### config.mk
export PLATFORM = sky130hd
export DESIGN_NAME = mult32_seq
export DESIGN_NICKNAME = d
export VERILOG_FILES = /design/src/rtl/mult32_seq_pkg.sv /design/src/rtl/mult32_seq_adder32.sv /design/src/rtl/mult32_seq.sv
export SDC_FILE = /design/constraint.sdc
export NUM_CORES = 1
export LEC_CHECK = 0
export ABC_AREA = 1
export CORE_ASPECT_RATIO = 0.9
export CORE_MARGIN = 3
export CORE_UTILIZATION = 35
export CTS_BUF_LIST = sky130_fd_sc_hd__clkbuf_4
export DETAILED_ROUTE_END_ITERATION = 12
export SLEW_MARGIN = 5
export SYNTH_ARGS = -nofsm -noshare
export SYNTH_HDL_FRONTEND = slang
export SYNTH_SLANG_ARGS = --single-unit
### constraint.sdc
create_clock -name clk_i -period 6.5 [get_ports clk_i]
set_input_delay 0.65 -clock clk_i [delete_from_list [all_inputs] [get_ports clk_i]]
set_output_delay 0.65 -clock clk_i [all_outputs]
set_load 0.1 [all_outputs]
### src/rtl/mult32_seq_pkg.sv
// rtl/mult32_seq_pkg.sv - shared state encodings, iteration count and helpers for mult32_seq
// Purpose: state encodings (2 bits), iteration count, and the
//          32-bit magnitude helper used by the signed multiply path.
// Ports:   none (package)
package mult32_seq_pkg;

  typedef enum logic [1:0] {
    MULT_IDLE = 2'd0,
    MULT_RUN  = 2'd1,
    MULT_DONE = 2'd2
  } mult_state_e;

  localparam int MULT_ITER = 32;

  // Magnitude of a two's complement word. 0x80000000 maps to itself, which
  // is the correct unsigned magnitude 2^31.
  function automatic logic [31:0] abs32(input logic [31:0] x);
    return x[31] ? (~x + 32'd1) : x;
  endfunction

endpackage

### src/rtl/mult32_seq_adder32.sv
// rtl/mult32_seq_adder32.sv - 32-bit ripple-style adder with carry in/out
// Purpose: plain 32-bit adder, reused once per multiplier iteration.
// Ports:   a_i/b_i [31:0] operands, c_in_i carry in,
//          sum_o [31:0] sum, c_out_o carry out.
module adder32 (
  input  logic [31:0] a_i,
  input  logic [31:0] b_i,
  input  logic        c_in_i,
  output logic [31:0] sum_o,
  output logic        c_out_o
);

  assign {c_out_o, sum_o} = {1'b0, a_i} + {1'b0, b_i} + {32'd0, c_in_i};

endmodule

### src/rtl/mult32_seq.sv
// rtl/mult32_seq.sv - multi-cycle 32x32->64 shift-and-add multiplier
// Purpose: sequential multiplier for the execute stage; one adder32 is
//          reused for each of the 32 iterations.
// Ports:   clk_i clock, rst_ni async active-low reset,
//          start_i request (sampled in IDLE/DONE), a_i/b_i [31:0] operands,
//          busy_o high while iterating, done_o one-cycle completion,
//          product_o [63:0] result held until the next accepted start.
module mult32_seq
  import mult32_seq_pkg::*;
#(
  parameter bit SIGNED    = 1'b0,
  parameter bit ZERO_SKIP = 1'b1
) (
  input  logic        clk_i,
  input  logic        rst_ni,
  input  logic        start_i,
  input  logic [31:0] a_i,
  input  logic [31:0] b_i,
  output logic        busy_o,
  output logic        done_o,
  output logic [63:0] product_o
);

  mult_state_e state_q, state_d;
  logic [4:0]  count_q, count_d;
  logic [31:0] mcand_q, mcand_d;
  logic [31:0] mplr_q,  mplr_d;
  logic [31:0] acc_hi_q, acc_hi_d;
  logic        neg_q,   neg_d;
  logic [63:0] product_q, product_d;

  logic [31:0] add_b;
  logic [31:0] add_sum;
  logic        add_c_out;
  logic [63:0] iter_acc;
  logic        accept;
  logic        zero_op;

  assign add_b = mplr_q[0] ? mcand_q : 32'd0;

  adder32 u_add (
    .a_i    (acc_hi_q),
    .b_i    (add_b),
    .c_in_i (1'b0),
    .sum_o  (add_sum),
    .c_out_o(add_c_out)
  );

  // Shift the 33-bit adder result into the top of the accumulator while the
  // consumed multiplier bit falls off the bottom; c_out is retained.
  assign iter_acc = {add_c_out, add_sum, mplr_q[31:1]};

  assign accept  = start_i && ((state_q == MULT_IDLE) || (state_q == MULT_DONE));
  assign zero_op = ZERO_SKIP && ((a_i == 32'd0) || (b_i == 32'd0));

  always_comb begin
    state_d   = state_q;
    count_d   = count_q;
    mcand_d   = mcand_q;
    mplr_d    = mplr_q;
    acc_hi_d  = acc_hi_q;
    neg_d     = neg_q;
    product_d = product_q;
    case (state_q)
      MULT_IDLE, MULT_DONE: begin
        if (accept) begin
          count_d  = 5'd0;
          acc_hi_d = 32'd0;
          if (zero_op) begin
            state_d   = MULT_DONE;
            product_d = 64'd0;
            mcand_d   = 32'd0;
            mplr_d    = 32'd0;
            neg_d     = 1'b0;
          end else begin
            state_d = MULT_RUN;
            mcand_d = SIGNED ? abs32(a_i) : a_i;
            mplr_d  = SIGNED ? abs32(b_i) : b_i;
            neg_d   = SIGNED && (a_i[31] ^ b_i[31]);
          end
        end else begin
          state_d = MULT_IDLE;
        end
      end
      MULT_RUN: begin
        {acc_hi_d, mplr_d} = iter_acc;
        count_d = count_q + 5'd1;
        if (count_q == 5'(MULT_ITER - 1)) begin
          state_d   = MULT_DONE;
          product_d = neg_q ? (~iter_acc + 64'd1) : iter_acc;
        end
      end
      default: state_d = MULT_IDLE;
    endcase
  end

  always_ff @(posedge clk_i or negedge rst_ni) begin
    if (!rst_ni) begin
      state_q   <= MULT_IDLE;
      count_q   <= 5'd0;
      mcand_q   <= 32'd0;
      mplr_q    <= 32'd0;
      acc_hi_q  <= 32'd0;
      neg_q     <= 1'b0;
      product_q <= 64'd0;
    end else begin
      state_q   <= state_d;
      count_q   <= count_d;
      mcand_q   <= mcand_d;
      mplr_q    <= mplr_d;
      acc_hi_q  <= acc_hi_d;
      neg_q     <= neg_d;
      product_q <= product_d;
    end
  end

  assign busy_o    = (state_q == MULT_RUN);
  assign done_o    = (state_q == MULT_DONE);
  assign product_o = product_q;

endmodule

# Word level (Yosys, flattened, before mapping)
# Index checks and enable logic that the tools add are counted.
# totals
reg_bits,167
output_inout_bits,66
elab_cells,42
# classes
n_addsub,2
n_eq_ne,6
muxes,17
n_reduce_logical,11
# op_table
op,count
$mux 64,3
$mux 32,5
$pmux 32 s2,2
$pmux 64 s2,1
$logic_not 32->1,2
$add 32x32->33,1
$pmux 5 s2,1
$mux 2,3
$add 5x1->5 const B,1
$eq 5x5->1 const B,1
$mux 5,1
$ne 2x2->1 const B,2
$pmux 2 s2,1
$reduce_and 2->1,2
$reduce_and 4->1,1
$eq 2x1->1 const B,1
$eq 2x2->1 const B,1
$logic_not 2->1,1
$logic_or 1x1->1,2
$ne 2x1->1 const B,1
$reduce_bool 2->1,1
$reduce_or 2->1,1
$logic_and 1x1->1,1

# Longest topological paths before layout
# Gate-level depths: netlist of run 1.
# logic_depth
word_depth,5
mapped_depth,18
depth_no_buf,16

# By module
# A second synthesis of run 1 with hierarchy kept.
# hier_totals
cells_unflattened,1487
hier_area_um2,10161.0
# modules_own_cells
module,n_inst,cells_per_inst,area_each_um2,seq_area_each_um2
mult32_seq,1,982,7767.4,4179.0
adder32,1,505,2393.5,0.0

# Least setup slack after synthesis of run 1
# Ideal clock, no wire load.
# synth_timing
kind,register to output
startpoint,register state_q[1]
endpoint,output port busy_o
t_arrival_ps,1819
t_required_ps,5850
setup_slack_ps,4031
stages_incl_launch_ff,4
n_path_buf,2
cell_sequence,dfrtp_1 > nor2_2 > buf_2 > buf_1
# synth_between
elab_chain_len,1
# synth_rtl
element,line_no,source
start: declaration,mult32_seq.sv:24,"mult_state_e state_q, state_d;"
start signal: assignment,mult32_seq.sv:107,state_q <= state_d;
$eq 2x1->1,mult32_seq.sv:117,assign busy_o = (state_q == MULT_RUN);
end: declaration,mult32_seq.sv:19,"output logic busy_o,"
# No other way between the ends.

# Final worst setup path of run 1
# Ends and elaborated chain as after synthesis.

==> impl_metrics.tcl, run 1 <==
set metrics [dict create \
    leakage_nw 6.04 \
    syn-num-nets 1425 \
    cts_buffers 17 \
    max-cap-violations 0 \
    finClkSkew_ns 0.0306 \
    gp_congestion 0.933 \
    max_stage_delay_ns 1.23 \
    crit_path_start_kind "flop" \
    arrival_ns 2.78 \
    synth-edff-count 0 \
    synth_top_area_frac 0.435 \
    status "finished clean" \
    routed_wirelength_um 26500 \
    crit_chain "nor2_4 > buf_4 > clkdlybuf4s50_1" \
    synth.distinct_cells 30 \
    worstSetupEndpointType "output port" \
    seq_area_frac_synth 0.435 \
    io_pins 133 \
    slew_headroom 0.262 \
    synth_top_area_cell "dfrtp_1" \
    grt_pass1_vias 8048 \
    grt_max_degree 111 \
    clock_latency_ns 0.58 \
    critPathMaxFanout 45 \
    area_growth_pct 19.4 \
    cts_setup_buffers 0 \
    die_area_um2 29500 \
    vias 8564 \
    fin_nets 1530 \
    tightest_slew_ns 1.11 \
    grt_overflow 0 \
    synth-seq-cells 167 \
    final_util 0.432 \
    setup_viol 0 \
    cts_tree "yes" \
    dr.pass1.iters 5 \
    finalPower_mw 6.44 \
    tns_ns 0 \
    drc 0 \
    power.density_nw_per_um2 561 \
    htree_levels 4 \
    synthArstFlopShare 1.00 \
    drive_gt1_frac 0.0375 \
    crit_slowest_cell "clkdlybuf4s50_1" \
    start_util 0.362 \
    clock_path_buffers 2 \
    cts_sinks 167 \
    port_buffers 132 \
    wire_per_inst_um 14.8 \
    post-place-ws_ns 2.43 \
    fmax_mhz 291 \
    cts-root-buf "clkbuf_4" \
    grt_usage 0.181 \
    min_path_type "in -> async" \
    critPathBufInv 2 \
    grt_pass1_wl_um 43500 \
    drtIter0Drc 660 \
    synth_area_leaders "dfrtp_1, nand2_1, inv_1, nand3_1, nor2_1" \
    yosys_warnings 0 \
    die_y_um 163 \
    worstPathRequired_ns 5.85 \
    dp_hpwl_um 19600 \
    rsz0062_at_grt "false" \
    slew_viol_final 0 \
    crit_family "buffers and inverters" \
    die_w_um 181 \
    worst_slack_ns 3.07 \
    syn_avg_cell_area_um2 7.26 \
    post-route-period-util 0.528 \
    antenna_found_initial 1 \
    synthFlopType "dfrtp_1" \
    netlist_area_um2 9610 \
    path_clk_slew_ns 0.20 \
    core_area_um2 26600 \
    syn_inst 1323 \
    ant_nets 0 \
    avgViaCountPerCell 4.78 \
    post_cts_resized 0 \
    fin_crit_ns 3.43 \
    ir_drop_v 0.000237 \
    rows 56 \
    hold_buffers 0 \
    worstSetupPathType "reg -> out" \
    hold_viol 0 \
]
[power breakdown]
group          total [mW]  switching [mW]  leakage, nW  internal, mW
sequential           1.80           0.276         1.96          1.52
clock               0.641           0.457        0.161         0.184
combinational        4.00            2.87         3.93          1.13
[state kept, by name, indices dropped and copies added (netlist names)]
register   cells
product_o     64
acc_hi_q      32
mcand_q       32
mplr_q        32
count_q        5
state_q        2
[placed cells by master (no fill, tap or decap), types with 32 or more instances in the layout]
cell / netlist / routed
nand2_1: 367 / 365
inv_1: 247 / 246
dfrtp_1: 167 / 167
clkdlybuf4s50_1: 0 / 131
nor2_1: 120 / 120
nand3_1: 90 / 90
o21ai_0: 58 / 58
a21oi_1: 55 / 55
nand4_1: 39 / 39
ha_1: 34 / 34
o221ai_1: 32 / 32
[worst reg2reg max path: stages, from the launching register on]
cell,delay [ns]
dfrtp_1,1.08
nand2_1,0.14
inv_1,0.13
ha_1,0.22
inv_1,0.07
fa_1,0.42
inv_1,0.12
nand3_1,0.07
nand3_1,0.14
nand2_1,0.07
nand2_1,0.11
nand3_1,0.10
nand2_1,0.09
nand2_1,0.05
nand2_1,0.08
nand2_1,0.15
a21oi_1,0.19
[through the flow]
| step | area (µm²) | hold slack, ns | cells |
|---|---|---|---|
| 2_1_floorplan | 9610 | 0.354 | 1323 |
| 3_3_place_gp | 11200 | 0.454 | 1757 |
| 3_5_place_dp | 11200 | 0.462 | 1757 |
| 4_1_cts | 11500 | 0.138 | 1789 |
| 5_1_grt | 11500 | 0.168 | 1790 |
| 6_report | 11500 | 0.0984 | 1790 |
[cells by family (layout without fill, tap and decap cells)]
logic type / Yosys count / count (layout) / synth area share
AOI/OAI and AO/OA: 191 / 191 / 0.122
DFF: 167 / 167 / 0.435
and+or+nand+nor: 629 / 629 / 0.271
buffers and inverters: 301 / 419 / 0.125
adders and majority gates: 35 / 35 / 0.0464
other: 0 / 1 / 0
[worst paths after layout]
path / end / start / cells after the start / slack, ns
worst max-delay path: busy_o / state_q[1] / 3 / 3.07
worst min-delay path: mplr_q[26] / rst_ni / 1 / 0.1
worst max register to register: product_o[63] / mplr_q[0] / 16 / 3.20
worst min register to register: count_q[3] / count_q[3] / 1 / 0.48
max in group asynchronous: acc_hi_q[23] / rst_ni / 2 / 4.89
min in group clk_i: count_q[3] / count_q[3] / 1 / 0.48
[Yosys cell counts, types with 4 or more instances]
library cell,instances
a21oi_1,55
a31o_2,7
buf_1,7
buf_2,12
buf_4,4
buf_6,6
clkbuf_1,25
dfrtp_1,167
ha_1,34
inv_1,247
nand2_1,367
nand3_1,90
nand4_1,39
nor2_1,120
o21a_1,22
o21ai_0,58
o21ai_1,11
o221ai_1,32
[area by class of cell]
class | count | area, µm²
repair buffers | 140 | 1380
well taps | 348 | 435
clock buffers | 17 | 128
clock inverters | 15 | 181
flip-flops and latches | 167 | 4180
inverters | 247 | 927
diodes | 1 | 2.50
fillers | 2742 | 15100
multi-input cells | 855 | 4240
[metal layers]
layer	up-vias	share of wire	wire (µm)	track usage
met2	189	0.40	10700	0.259
met4	0	0.0095	252	0.0377
met5	-	0	0	0
li1	4417	-	-	-
met1	3943	0.55	14500	0.290
met3	15	0.042	1120	0.0245
Note: power is estimated with default switching activity, not from simulation.
==> run 2, diff against run 1 <==
Clock period 6.5 ns to 2.95 ns, I/O delays scaled along.
==> run 2 against run 1 <==
Compared with the run above:
- critical path depth is 12 higher
- die area did not move
- highest routed layer unchanged
- critical endpoint is now product_o[51]
- critical path type is now reg -> reg
- non-clock buffer count grew 10
- clock power increased by 140%
- global-route usage increased by 1.0 points
- total power is 120% higher
==> impl_metrics.tcl, run 2 (same netlist as run 1, synthesis figures left out) <==
set metrics [dict create \
    finClkSkew_ns 0.0320 \
    htree_levels 4 \
    drive_gt1_frac 0.0876 \
    slew_viol_final 0 \
    grt_max_degree 87 \
    worstSetupEndpointType "flop" \
    ir_drop_v 0.000835 \
    crit_family "simple AND/OR/NAND/NOR gates" \
    finalPower_mw 14.3 \
    clock_latency_ns 0.59 \
    hold_viol 0 \
    avgViaCountPerCell 4.85 \
    area_growth_pct 19.2 \
    power.density_nw_per_um2 1250 \
    die_area_um2 29500 \
    wire_per_inst_um 15.5 \
    grt_usage 0.191 \
    cts_tree "yes" \
    start_util 0.362 \
    worstPathRequired_ns 3.44 \
    vias 8724 \
    drtIter0Drc 641 \
    grt_overflow 0 \
    tns_ns 0 \
    io_pins 133 \
    post_cts_resized 0 \
    slew_headroom 0.485 \
    dp_hpwl_um 20800 \
    cts-root-buf "clkbuf_4" \
    grt_pass1_wl_um 45300 \
    dr.pass1.iters 5 \
    die_y_um 163 \
    crit_chain "buf_4 > nand2_1 > inv_1 > ha_1 > nand2_1 > inv_1 > nand2_1 > inv_1 > nand2_1 > nand3_1 > nand2_1 > nand2_1 > nand2_1 > nand3_1 > a21oi_1" \
    worstSetupPathType "reg -> reg" \
    fin_crit_ns 2.64 \
    routed_wirelength_um 27900 \
    drc 0 \
    post-route-period-util 0.894 \
    tightest_slew_ns 0.773 \
    critPathMaxFanout 30 \
    fmax_mhz 379 \
    largest_reg_flops 64 \
    rows 56 \
    path_clk_slew_ns 0.17 \
    crit_path_start_kind "flop" \
    max-cap-violations 0 \
    critPathBufInv 4 \
    rsz0062_at_grt "false" \
    gp_congestion 0.942 \
    crit_slowest_cell "dfrtp_1" \
    leakage_nw 6.15 \
    arrival_ns 3.12 \
    port_buffers 132 \
    cpMostUsedCell "nand2_1" \
    status "finished clean" \
    mostFrequentLayoutCell "nand2_1" \
    die_w_um 181 \
    max_stage_delay_ns 0.41 \
    cts_sinks 167 \
    clock_path_buffers 2 \
    ant_nets 0 \
    core_area_um2 26600 \
    most-common-layout-cells "nand2_1, inv_1, dfrtp_1" \
    antenna_found_initial 1 \
    grt_pass1_vias 8346 \
    fin_nets 1540 \
    cts_buffers 17 \
    min_path_type "in -> async" \
    setup_viol 0 \
]
==> run 2: cell count changes in the layout (fill, tap and decap cells not counted), moves of 3 or more <==
cell	delta
clkinv_8	-5
buf_12	+5
clkdlybuf4s50_1	-66
bufinv_16	+3
buf_4	+70
inv_6	+4
==> run 2: repair_timing <==
item,in CTS,in global routing
setup endpoints to repair,0,0
hold buffers,1,0
setup buffers,0,0
endpoints found under the hold margin,59,0
==> run 2: path summary, 6_finish.rpt <==
check / from / endpoint / depth (start not counted) / slack (ns)
setup / recovery: mplr_q[0] / product_o[51] / 15 / 0.31
hold / removal: rst_ni / product_o[2] / 2 / 0.21
min in group clk_i: a_i[9] / mcand_q[9] / 3 / 0.27
max in group asynchronous: rst_ni / mplr_q[19] / 3 / 1.92
hold reg to reg: count_q[3] / count_q[3] / 1 / 0.48
setup reg to reg: mplr_q[0] / product_o[51] / 15 / 0.31
==> run 2: where the power goes <==
| group | total, mW | switching (mW) | internal, mW |
|---|---|---|---|
| sequential | 3.96 | 0.610 | 3.35 |
| combinational | 8.82 | 6.40 | 2.42 |
| clock | 1.52 | 0.912 | 0.608 |
| total | 14.3 | 7.92 | 6.38 |
==> run 2: routing by layer <==
metal | vias to the layer above | GRT usage | wire, µm
met3 | 15 | 0.0401 | 1640
met2 | 253 | 0.264 | 11000
met4 | 0 | 0.0356 | 216
li1 | 4432 | - | -
met1 | 4024 | 0.307 | 15100
met5 | - | 0 | 0
==> run 2: per-stage QoR <==
stage / utilization / area, µm² / cells / hold slack [ns] / setup WS (ns)
after floorplan: - / 9610 / 1323 / -0.000591 / 0.565
after global placement: 0.419 / 11100 / 1766 / 0.336 / 0.266
after detailed placement: 0.419 / 11100 / 1766 / 0.326 / 0.271
after CTS: 0.431 / 11400 / 1797 / 0.210 / 0.342
after global routing: 0.431 / 11400 / 1798 / 0.217 / 0.0662
final: 0.431 / 11400 / 1798 / 0.211 / 0.313
==> run 2: cell type report <==
| type | count | area (µm²) |
|---|---|---|
| sequential | 167 | 4180 |
| clock inverter | 13 | 181 |
| clock buffer | 17 | 128 |
| antenna | 1 | 2.50 |
| timing repair buffer | 150 | 1360 |
| inverter | 247 | 927 |
| tap | 348 | 435 |
| multi-input combinational | 855 | 4240 |
| fill | 2795 | 15100 |
==> run 3, diff against run 2 <==
Settings changed: ABC_CLOCK_PERIOD_IN_PS from default to 2950.
==> results of run 3 <==
No change in the layout: final DEF, timing and power equal those of run 2.
